**src/rtl/mem_arb_pkg.sv**
```systemverilog
// Shared definitions for the RAM arbiter: FSM/grant encodings, default sizes
// and the fetch-versus-data arbitration decision.
package mem_arb_pkg;

  localparam int DATA_SIZE_DEF      = 32;
  localparam int ADDRESS_SIZE_DEF   = 16;
  localparam int MAX_DATA_BURST_DEF = 4;

  typedef enum logic [1:0] {
    IDLE  = 2'd0,
    ISSUE = 2'd1,
    RESP  = 2'd2
  } state_e;

  typedef enum logic {
    GRANT_FETCH = 1'b0,
    GRANT_DATA  = 1'b1
  } grant_e;

  // Data wins by default; fetch only wins a collision once the data streak
  // has reached its limit. The caller guarantees at least one request is high.
  function automatic grant_e arbitrate(input logic fetch_pending,
                                       input logic data_pending,
                                       input logic burst_full);
    if (data_pending && !(fetch_pending && burst_full)) begin
      return GRANT_DATA;
    end
    return GRANT_FETCH;
  endfunction

endpackage

```
**src/rtl/mem_arbiter_if.sv**
```systemverilog
// Bundle of the fetch port, data port, RAM port and busy flag. The arbiter
// uses the master view; requesters and the RAM model use the slave view.
interface mem_arbiter_if
  import mem_arb_pkg::*;
#(
  parameter int DATA_SIZE    = DATA_SIZE_DEF,
  parameter int ADDRESS_SIZE = ADDRESS_SIZE_DEF
);

  // Instruction-fetch port
  logic                    if_req;
  logic [ADDRESS_SIZE-1:0] if_addr;
  logic                    if_ack;
  logic [DATA_SIZE-1:0]    if_rdata;

  // Load/store port
  logic                    d_req;
  logic                    d_we;
  logic [ADDRESS_SIZE-1:0] d_addr;
  logic [DATA_SIZE-1:0]    d_wdata;
  logic                    d_ack;
  logic [DATA_SIZE-1:0]    d_rdata;

  // Single-port synchronous RAM
  logic                    mem_en;
  logic                    mem_we;
  logic [ADDRESS_SIZE-1:0] mem_addr;
  logic [DATA_SIZE-1:0]    mem_wdata;
  logic [DATA_SIZE-1:0]    mem_rdata;

  logic                    busy;

  modport master (
    input  if_req, if_addr,
    output if_ack, if_rdata,
    input  d_req, d_we, d_addr, d_wdata,
    output d_ack, d_rdata,
    output mem_en, mem_we, mem_addr, mem_wdata,
    input  mem_rdata,
    output busy
  );

  modport slave (
    output if_req, if_addr,
    input  if_ack, if_rdata,
    output d_req, d_we, d_addr, d_wdata,
    input  d_ack, d_rdata,
    input  mem_en, mem_we, mem_addr, mem_wdata,
    output mem_rdata,
    input  busy
  );

endinterface

```
**src/rtl/mem_arbiter.sv**
```systemverilog
// Serialises instruction fetch and load/store accesses onto one synchronous
// single-port RAM. Each access takes IDLE -> ISSUE -> RESP; data accesses win
// collisions until MAX_DATA_BURST consecutive data grants have starved fetch.
module mem_arbiter
  import mem_arb_pkg::*;
#(
  parameter int DATA_SIZE      = DATA_SIZE_DEF,
  parameter int ADDRESS_SIZE   = ADDRESS_SIZE_DEF,
  parameter int MAX_DATA_BURST = MAX_DATA_BURST_DEF
) (
  input  logic          clk,
  input  logic          reset,
  mem_arbiter_if.master arb
);

  localparam int                   STREAK_W   = $clog2(MAX_DATA_BURST + 1);
  localparam logic [STREAK_W-1:0]  STREAK_MAX = STREAK_W'(MAX_DATA_BURST);

  state_e                  state_q, state_d;
  grant_e                  grant_q, grant_d;
  logic                    we_q, we_d;
  logic [STREAK_W-1:0]     streak_q, streak_d;

  logic                    mem_en_q, mem_en_d;
  logic                    mem_we_q, mem_we_d;
  logic [ADDRESS_SIZE-1:0] mem_addr_q, mem_addr_d;
  logic [DATA_SIZE-1:0]    mem_wdata_q, mem_wdata_d;
  logic                    if_ack_q, if_ack_d;
  logic                    d_ack_q, d_ack_d;
  logic [DATA_SIZE-1:0]    if_rdata_q, if_rdata_d;
  logic [DATA_SIZE-1:0]    d_rdata_q, d_rdata_d;
  logic                    busy_q, busy_d;

  // State register of the access sequencer.
  always_ff @(posedge clk) begin
    if (reset) begin
      state_q <= IDLE;
    end else begin
      state_q <= state_d;
    end
  end

  // Next-state, grant/streak bookkeeping and next values of every output.
  always_comb begin
    state_d     = state_q;
    grant_d     = grant_q;
    we_d        = we_q;
    streak_d    = streak_q;
    mem_en_d    = 1'b0;
    mem_we_d    = 1'b0;
    mem_addr_d  = mem_addr_q;
    mem_wdata_d = mem_wdata_q;
    if_ack_d    = 1'b0;
    d_ack_d     = 1'b0;
    if_rdata_d  = if_rdata_q;
    d_rdata_d   = d_rdata_q;

    unique case (state_q)
      IDLE: begin
        if (arb.if_req || arb.d_req) begin
          grant_d = arbitrate(arb.if_req, arb.d_req, streak_q == STREAK_MAX);
          if (grant_d == GRANT_DATA) begin
            we_d        = arb.d_we;
            mem_addr_d  = arb.d_addr;
            mem_wdata_d = arb.d_wdata;
            // Streak only grows while fetch is actually being made to wait.
            if (arb.if_req) begin
              streak_d = (streak_q == STREAK_MAX) ? streak_q : streak_q + STREAK_W'(1);
            end else begin
              streak_d = '0;
            end
          end else begin
            we_d       = 1'b0;
            mem_addr_d = arb.if_addr;
            streak_d   = '0;
          end
          // The strobe is registered here so it is high for the whole ISSUE cycle.
          mem_en_d = 1'b1;
          mem_we_d = we_d;
          state_d  = ISSUE;
        end
      end
      ISSUE: begin
        state_d = RESP;
        if (grant_q == GRANT_FETCH) begin
          if_ack_d = 1'b1;
        end else begin
          d_ack_d = 1'b1;
        end
      end
      RESP: begin
        state_d = IDLE;
        if (grant_q == GRANT_FETCH) begin
          if_rdata_d = arb.mem_rdata;
        end else if (!we_q) begin
          d_rdata_d = arb.mem_rdata;
        end
      end
      default: begin
        state_d = IDLE;
      end
    endcase

    busy_d = (state_d != IDLE);
  end

  // Registered datapath and outputs; reset in ISSUE suppresses the coming ack.
  always_ff @(posedge clk) begin
    if (reset) begin
      grant_q     <= GRANT_FETCH;
      we_q        <= 1'b0;
      streak_q    <= '0;
      mem_en_q    <= 1'b0;
      mem_we_q    <= 1'b0;
      mem_addr_q  <= '0;
      mem_wdata_q <= '0;
      if_ack_q    <= 1'b0;
      d_ack_q     <= 1'b0;
      if_rdata_q  <= '0;
      d_rdata_q   <= '0;
      busy_q      <= 1'b0;
    end else begin
      grant_q     <= grant_d;
      we_q        <= we_d;
      streak_q    <= streak_d;
      mem_en_q    <= mem_en_d;
      mem_we_q    <= mem_we_d;
      mem_addr_q  <= mem_addr_d;
      mem_wdata_q <= mem_wdata_d;
      if_ack_q    <= if_ack_d;
      d_ack_q     <= d_ack_d;
      if_rdata_q  <= if_rdata_d;
      d_rdata_q   <= d_rdata_d;
      busy_q      <= busy_d;
    end
  end

  assign arb.mem_en    = mem_en_q;
  assign arb.mem_we    = mem_we_q;
  assign arb.mem_addr  = mem_addr_q;
  assign arb.mem_wdata = mem_wdata_q;
  assign arb.if_ack    = if_ack_q;
  assign arb.d_ack     = d_ack_q;
  assign arb.busy      = busy_q;

  // The RAM's registered read data only arrives in the ack cycle, so during a
  // read ack it is forwarded straight out; the rdata register captures it at
  // the end of that cycle and holds it until the next response.
  assign arb.if_rdata = if_ack_q ? arb.mem_rdata : if_rdata_q;
  assign arb.d_rdata  = (d_ack_q && !we_q) ? arb.mem_rdata : d_rdata_q;

endmodule

```
**src/flat_wrapper.sv**
```systemverilog
// flat-port wrapper written by rule: the top's interface ports become plain ports
module mem_arbiter_flat import mem_arb_pkg::*;
#(
  parameter int DATA_SIZE      = DATA_SIZE_DEF,
  parameter int ADDRESS_SIZE   = ADDRESS_SIZE_DEF,
  parameter int MAX_DATA_BURST = MAX_DATA_BURST_DEF
)
  (clk, reset, arb_if_req, arb_if_addr, arb_if_ack, arb_if_rdata, arb_d_req, arb_d_we, arb_d_addr, arb_d_wdata, arb_d_ack, arb_d_rdata, arb_mem_en, arb_mem_we, arb_mem_addr, arb_mem_wdata, arb_mem_rdata, arb_busy);
  mem_arbiter_if #(.DATA_SIZE(DATA_SIZE), .ADDRESS_SIZE(ADDRESS_SIZE)) arb_i ();
  input  logic clk;
  input  logic reset;
  input wire logic [$bits(arb_i.if_req)-1:0] arb_if_req;
  input wire logic [$bits(arb_i.if_addr)-1:0] arb_if_addr;
  output wire logic [$bits(arb_i.if_ack)-1:0] arb_if_ack;
  output wire logic [$bits(arb_i.if_rdata)-1:0] arb_if_rdata;
  input wire logic [$bits(arb_i.d_req)-1:0] arb_d_req;
  input wire logic [$bits(arb_i.d_we)-1:0] arb_d_we;
  input wire logic [$bits(arb_i.d_addr)-1:0] arb_d_addr;
  input wire logic [$bits(arb_i.d_wdata)-1:0] arb_d_wdata;
  output wire logic [$bits(arb_i.d_ack)-1:0] arb_d_ack;
  output wire logic [$bits(arb_i.d_rdata)-1:0] arb_d_rdata;
  output wire logic [$bits(arb_i.mem_en)-1:0] arb_mem_en;
  output wire logic [$bits(arb_i.mem_we)-1:0] arb_mem_we;
  output wire logic [$bits(arb_i.mem_addr)-1:0] arb_mem_addr;
  output wire logic [$bits(arb_i.mem_wdata)-1:0] arb_mem_wdata;
  input wire logic [$bits(arb_i.mem_rdata)-1:0] arb_mem_rdata;
  output wire logic [$bits(arb_i.busy)-1:0] arb_busy;
  assign arb_i.if_req = arb_if_req;
  assign arb_i.if_addr = arb_if_addr;
  assign arb_if_ack = arb_i.if_ack;
  assign arb_if_rdata = arb_i.if_rdata;
  assign arb_i.d_req = arb_d_req;
  assign arb_i.d_we = arb_d_we;
  assign arb_i.d_addr = arb_d_addr;
  assign arb_i.d_wdata = arb_d_wdata;
  assign arb_d_ack = arb_i.d_ack;
  assign arb_d_rdata = arb_i.d_rdata;
  assign arb_mem_en = arb_i.mem_en;
  assign arb_mem_we = arb_i.mem_we;
  assign arb_mem_addr = arb_i.mem_addr;
  assign arb_mem_wdata = arb_i.mem_wdata;
  assign arb_i.mem_rdata = arb_mem_rdata;
  assign arb_busy = arb_i.busy;
  mem_arbiter #(.DATA_SIZE(DATA_SIZE), .ADDRESS_SIZE(ADDRESS_SIZE), .MAX_DATA_BURST(MAX_DATA_BURST)) u_core (.clk(clk), .reset(reset), .arb(arb_i));
endmodule
```
**config.mk**
```make
export PLATFORM = sky130hd
export DESIGN_NAME = mem_arbiter_flat
export DESIGN_NICKNAME = d
export VERILOG_FILES = /design/src/rtl/mem_arb_pkg.sv /design/src/rtl/mem_arbiter_if.sv /design/src/rtl/mem_arbiter.sv /design/src/flat_wrapper.sv
export SDC_FILE = /design/constraint.sdc
export NUM_CORES = 1
export LEC_CHECK = 0
export CAP_MARGIN = 20
export CORE_MARGIN = 4
export CORE_UTILIZATION = 47
export DETAILED_ROUTE_END_ITERATION = 10
export GPL_ROUTABILITY_DRIVEN = 0
export PLACE_DENSITY = 0.86
export SLEW_MARGIN = 10
export SYNTH_ARGS = -nofsm -noshare
export SYNTH_HDL_FRONTEND = slang
export SYNTH_SLANG_ARGS = --single-unit
```
**constraint.sdc**
```tcl
create_clock -name clk -period 4.6 [get_ports clk]
set_input_delay 0.69 -clock clk [delete_from_list [all_inputs] [get_ports clk]]
set_output_delay 0.69 -clock clk [all_outputs]
set_load 0.005 [all_outputs]
```
==> summary.md, run 1 <==
| Metric | Value |
|---|---|
| Nets | `930` |
| Setup bufs post-CTS | `0` |
| Final wirelength | `16.82 mm` |
| CP Launch Type | `flip-flop` |
| Post-synthesis cell area | `0.005488 sq mm` |
| Mean area per synthesized cell | `8.602 sq um` |
| Routed vias | `5335` |
| Yosys top cell area share | `0.4523` |
| Die width | `116.1 um` |
| Final worst path period need | `3086 ps` |
| Clock slew at reported path FFs | `60 ps` |
| Min-delay src | `u_core.if_rdata_q[0]` |
| Fillers | `809` |
| Vias per inst | `5.433` |
| Final Max Tran Viols | `0` |
| Crit path arrival time | `2400 ps` |
| CTS Hold Bufs | `0` |
| Post-DRT Antenna Nets | `0` |
| I/O pin cnt | `218` |
| Distinct cell type count after synthesis | `36` |
| Tot Pwr | `3.078 mW` |
| Maxcap violations | `0` |
| CTS tree | `yes` |
| First-pass GRT wire length | `26.25 mm` |
| Worst setup EP type | `primary output` |
| F_max | `324.1 MHz` |
| Clock power frac | `0.478` |
| Cells along the critical path | `nor2b_2, buf_4, mux2_2, clkdlybuf4s50_1` |
| Initial core utilization | `0.4806` |
| # diodes | `0` |
| Avg WL per Cell | `17.13 um` |
| Syn_nets | `741` |
| Sequential cell area | `0.002482 sq mm` |
| Mapped Cells | `638` |
| Clk sinks | `124` |
| Worst slew pin tran | `1004 ps` |
| Endpoints failing hold | `0` |
| Cell-internal power | `2.387 mW` |
| Run status | `finished, final reports clean` |
| Cells after DPL | `951` |
| IO buf count | `217` |
| Fraction of layout cells with a size suffix above 1 | `0.1335` |
| Largest net degree at the start of global routing | `90` |
| Layout area overhead | `51.55%` |
| H-tree level count | `4` |
| Worst Hold Class | `flip-flop to flip-flop` |
| Crit Path Category | `flip-flop to primary output` |
| Site row count | `39` |
| CP max stage delay | `470 ps` |
| R2R Path Start | `u_core.streak_q[0]` |
| Setup Skew | `8.347 ps` |
| Total negative slack | `0 ps` |
| Setup repair after global routing missed its margin | `no` |
| DIE AREA | `0.01347 sq mm` |
| Most frequent cells in the layout | `216 x clkdlybuf4s50_1, 192 x nand2_1, 124 x dfxtp_1` |
| Leakage | `3.092 nW` |
| Initial antenna violation count | `0` |
| DRC errors left | `0` |
| Non-Filler Instances | `982` |
| Most common cell after layout, fill and taps aside | `clkdlybuf4s50_1` |
| Footprint of the multi-input gates | `0.002753 sq mm` |
| Die height | `116.1 um` |
| Max_slew headroom | `0.3298` |
| WP data required | `3910 ps` |
| Setup-failing EPs final | `0` |
| Drt pass-1 iters | `7` |
| Seq pwr share | `0.379` |
| Clk Latency, worst-skew pair | `400 ps` |
| Final hold slack | `451.3 ps` |
| CTS root buf | `clkbuf_16` |
| CP max-delay cell | `clkdlybuf4s50_1` |
| Iteration-0 DRC Markers | `379` |
| Peak supply drop | `0.0002185 V` |
| Yosys reg bits | `124` |
| Seq/Total Area, Yosys | `0.4523` |
| Gr usage total | `0.2451` |
| Synth warnings | `0` |
| DP Wirelength | `11.38 mm` |
| Synth area leader | `dfxtp_1` |
| Vias in the first global route | `5504` |
| Longest Clk Path Bufs | `2` |
| Worst Setup SP | `u_core.we_q` |
| NetSw | `0.6914 mW` |
| Core box area | `0.01142 sq mm` |
| Top post-synthesis cells by area | `dfxtp_1 45%, nand2_1 13%, mux2_2 13%` |
| CTS resizes | `0` |
| Logic pwr share | `0.143` |
| Number of CTS-inserted buffers | `17` |
| Net Sw Frac | `0.2246` |
| Tcrit/Tclk final | `0.6708` |
| Crit Path Max Fanout | `26` |
| Grt ovf | `0` |
| PwrDens | `370.1 mW/mm^2` |
[registers in the layout (all words and copies together) (netlist names), 2 cells and up]
signal and cells:
u_core.state_q 2, u_core.streak_q 3, u_core.if_rdata_q 32, u_core.d_rdata_q 32, u_core.arb.mem_addr 16, u_core.arb.mem_wdata 32
[final timing paths]
kind                                                 end  slack [ps]  depth (start not counted)
worst max-delay path                      arb_d_rdata[8]        1510                          4
worst min-delay path                u_core.if_rdata_q[0]         450                          2
worst max register to register  u_core.arb.mem_wdata[26]        2520                          6
worst min register to register      u_core.if_rdata_q[0]         450                          2
[final cells by class]
type | count | area share
clock buffers | 20 | 0.05612
clock inverters | 11 | 0.02287
inverters | 5 | 0.002257
multi-input cells | 454 | 0.3310
flip-flops and latches | 124 | 0.2985
well taps | 143 | 0.02151
repair buffers | 225 | 0.2678
[power groups by stage]
stage / logic (mW) / registers [mW] / clock network, mW
after floorplan: 0.182 / 1.18 / 0
after global placement: 0.423 / 1.19 / 0
after detailed placement: 0.436 / 1.19 / 0
after CTS: 0.440 / 1.17 / 1.49
after global routing: 0.474 / 1.17 / 1.53
final: 0.440 / 1.17 / 1.47
[cell usage after synthesis (all sizes together)]
| library cell | count |
|---|---|
| a21oi | 82 |
| a311oi | 16 |
| a31o | 1 |
| and3 | 2 |
| buf | 26 |
| clkbuf | 29 |
| clkinv | 1 |
| dfxtp | 124 |
| ha | 2 |
| inv | 4 |
| mux2 | 64 |
| mux2i | 31 |
| nand2 | 192 |
| nand3 | 21 |
| nand4 | 1 |
| nand4b | 1 |
| nand4bb | 1 |
| nor2 | 7 |
| nor2b | 1 |
| nor3 | 2 |
| nor3b | 1 |
| nor4bb | 2 |
| o21ai | 20 |
| o311a | 1 |
| o311ai | 1 |
| o32ai | 2 |
| or2 | 2 |
| or3b | 1 |
[per-layer routing]
layer / global-route usage / wire [um] / up-vias
met4: 0.08198 / 273 / 0
met2: 0.4300 / 8341 / 253
met1: 0.2719 / 6571 / 2502
met5: 0 / 0 / -
li1: - / - / 2559
met3: 0.09504 / 1634 / 21
[logic make-up (layout without fill, tap and decap cells)]
| family | after synthesis | after routing | synth area share |
|---|---|---|---|
| AOI/OAI and AO/OA | 123 | 123 | 0.1268 |
| buffers and inverters | 60 | 261 | 0.05038 |
| muxes | 95 | 95 | 0.1879 |
| adders and majority gates | 2 | 2 | 0.004559 |
| and+or+nand+nor | 234 | 234 | 0.1781 |
| DFF | 124 | 124 | 0.4523 |
[worst max-delay path, delay by kind of cell, from the launching register on]
kind,cells,cell delay (ps)
buffers and inverters,2,890
flip-flops,1,370
multiplexers,1,380
AND/OR/NAND/NOR,1,340
[per-stage QoR]
step	area, sq um	setup WS [ps]	utilization
after floorplan	5488	2679	-
after global placement	7660	1781	0.6708
after detailed placement	7660	1643	0.6708
after CTS	8317	1510	0.7284
after global routing	8317	1411	0.7284
final	8317	1514	0.7284
Power figures use the tool's default switching activity.
==> inputs of run 2 (changes only) <==
- CORE_UTILIZATION: 47 -> 44
- PLACE_DENSITY: 0.86 -> 0.81
- clock period: 4.6 -> 2.98 ns (I/O delays scaled with it)
==> run 2 against run 1 <==
Compared with the run above: register-to-register slack got worse by 1500 ps; sequential power grew 54%; cell count is 2.7% higher; largest cell class unchanged.
==> summary.md, run 2 (synthesis results as in run 1) <==
| Metric | Value |
|---|---|
| Run status | `finished, final reports clean` |
| Fillers | `929 (+15%)` |
| Reg2reg path depth | `6 (unchanged)` |
| Worst slew pin tran | `969.4 ps (-34.47 ps)` |
| Crit Path Max Fanout | `17 (-35%)` |
| Initial antenna violation count | `0 (unchanged)` |
| Worst path top cell family by delay | `buffers and inverters` |
| CTS root buf | `clkbuf_16` |
| Non-Filler Instances | `1009 (+2.7%)` |
| Layout area overhead | `51.98%` |
| Stages on the worst setup path | `4 (unchanged)` |
| Post-DRT Antenna Nets | `0 (unchanged)` |
| WHS Path Cells | `2 (unchanged)` |
| Vias in the first global route | `5282 (-4.0%)` |
| Most common cell after layout, fill and taps aside | `clkdlybuf4s50_1` |
| Die height | `119.7 um (+3.1%)` |
| Nets | `931 (+0.11%)` |
| Cells along the critical path | `nor2b_4, buf_4, mux2_2, clkdlybuf4s50_1` |
| Largest net degree at the start of global routing | `90 (unchanged)` |
| Fraction of layout cells with a size suffix above 1 | `0.1344 (+0.0008716)` |
| Routed vias | `5339 (+0.075%)` |
| Min-delay src | `u_core.d_rdata_q[8]` |
| H-tree level count | `4 (unchanged)` |
| Final worst path period need | `2490 ps` |
| Number of CTS-inserted buffers | `17 (unchanged)` |
| Initial core utilization | `0.4531 (-0.02751)` |
| Most frequent cells in the layout | `216 x clkdlybuf4s50_1, 192 x nand2_1, 124 x dfxtp_1` |
| Maxcap violations | `0 (unchanged)` |
| First-pass GRT wire length | `26.20 mm (-0.21%)` |
| CTS resizes | `0 (unchanged)` |
| Endpoints failing hold | `0 (unchanged)` |
| Final hold slack | `450.0 ps (-1.354 ps)` |
| Placed Area | `0.007729 sq mm (+0.90%)` |
| R2R Path End | `u_core.arb.mem_wdata[8]` |
| Clock slew at reported path FFs | `50 ps (about the same)` |
| CP max stage delay | `480 ps (about the same)` |
| Vias per inst | `5.291 (-2.6%)` |
| Tcrit/Tclk final | `0.8356` |
| Leakage | `3.090 nW (about the same)` |
| Final setup margin | `490.0 ps (-1024 ps)` |
| Worst Hold Class | `flip-flop to flip-flop` |
| DIE AREA | `0.01432 sq mm (+6.3%)` |
| Pre-CTS WS | `408.6 ps (-1235 ps)` |
| Site row count | `40 (+2.6%)` |
| I/O pin cnt | `218 (unchanged)` |
| Drt pass-1 iters | `5 (-2)` |
| Die width | `119.7 um (+3.1%)` |
| CP Launch Type | `flip-flop` |
| CTS tree | `yes` |
| Crit path arrival time | `2040 ps (-360 ps)` |
| PwrDens | `551.0 mW/mm^2 (+49%)` |
| R2R Setup Slk | `1060 ps (-1460 ps)` |
| Total negative slack | `0 ps (unchanged)` |
| Core box area | `0.01211 sq mm (+6.1%)` |
| Worst hold endpoint | `u_core.d_rdata_q[8]` |
| DP Wirelength | `11.20 mm (-1.6%)` |
| Setup repair after global routing missed its margin | `no` |
| Final wirelength | `16.55 mm (-1.6%)` |
| Avg WL per Cell | `16.40 um (-4.3%)` |
| CP max-delay cell | `clkdlybuf4s50_1` |
| Post-route cell area | `0.008341 sq mm (+0.29%)` |
| Cells after DPL | `977 (+2.7%)` |
| Setup Skew | `6.556 ps (-1.791 ps)` |
| # diodes | `0 (unchanged)` |
| Max_slew headroom | `0.3528 (+0.02301)` |
| F_max | `401.6 MHz` |
| R2R Path Start | `u_core.streak_q[0]` |
| Iteration-0 DRC Markers | `448 (+18%)` |
| Gr usage total | `0.2244 (-0.02068)` |
| Longest Clk Path Bufs | `2 (unchanged)` |
| IO buf count | `217 (unchanged)` |
| Buf/Inv on CP | `2 (unchanged)` |
| Tot Pwr | `4.596 mW (+49%)` |
| Setup-failing EPs final | `0 (unchanged)` |
| Final Max Tran Viols | `0 (unchanged)` |
| WP data required | `2530 ps (-1380 ps)` |
| DRC errors left | `0 (unchanged)` |
| Setup bufs post-CTS | `0 (unchanged)` |
| Worst setup EP type | `primary output` |
| Clk sinks | `124 (unchanged)` |
| Peak supply drop | `0.0002494 V (+14%)` |
| Fin util | `0.6886 (-0.03972)` |
| Grt ovf | `0 (unchanged)` |
| Clk Latency, worst-skew pair | `410 ps (about the same)` |
| Crit Path Category | `flip-flop to primary output` |
| CTS Hold Bufs | `0 (unchanged)` |
## run 2: changes by cell type in the layout (fill, tap and decap cells not counted), sizes merged
cell / previous run / this run
clkinv: 3 / 6
bufinv: 5 / 3
buf: 9 / 10
clkbuf: 20 / 21
clkinvlp: 4 / 3
## run 2: layout make-up
cell class | count | area (sq um) | area share
clock inverters | 11 | 141.4 | 0.01695
inverters | 5 | 18.77 | 0.002250
repair buffers | 226 | 2260 | 0.2709
well taps | 168 | 210.2 | 0.02520
flip-flops and latches | 124 | 2482 | 0.2976
clock buffers | 21 | 470.5 | 0.05641
multi-input cells | 454 | 2758 | 0.3306
## run 2: how the worst max path moves through the flow
stage / from / end / slack, ps
CTS: u_core.we_q / arb_d_rdata[7] / 460
global route: u_core.we_q / arb_d_rdata[7] / 410
global placement: arb_d_req / u_core.arb.mem_wdata[3] / 530
detailed placement: arb_d_req / u_core.arb.mem_wdata[23] / 410
finish: u_core.we_q / arb_d_rdata[7] / 490
floorplan: u_core.arb.if_ack / arb_if_rdata[0] / 1300
## run 2: layer usage
layer  track usage  wire (um)  up-vias
li1              -          -     2566
met1        0.2636       6997     2497
met2        0.3775       7776      245
met3       0.08388       1471       31
met4       0.07659        302        0
met5             0          0        -
## run 2: tightest hold or removal path, stage by stage, from the launching register on
cell and delay, ps:
dfxtp_1 300, nand2_1 50, a21oi_1 50
## run 2: where the power goes
part	leakage, nW	internal, mW	switching (mW)
clock	0.295	1.38	0.736
combinational	1.78	0.401	0.283
sequential	1.01	1.75	0.0551
total	3.09	3.52	1.07
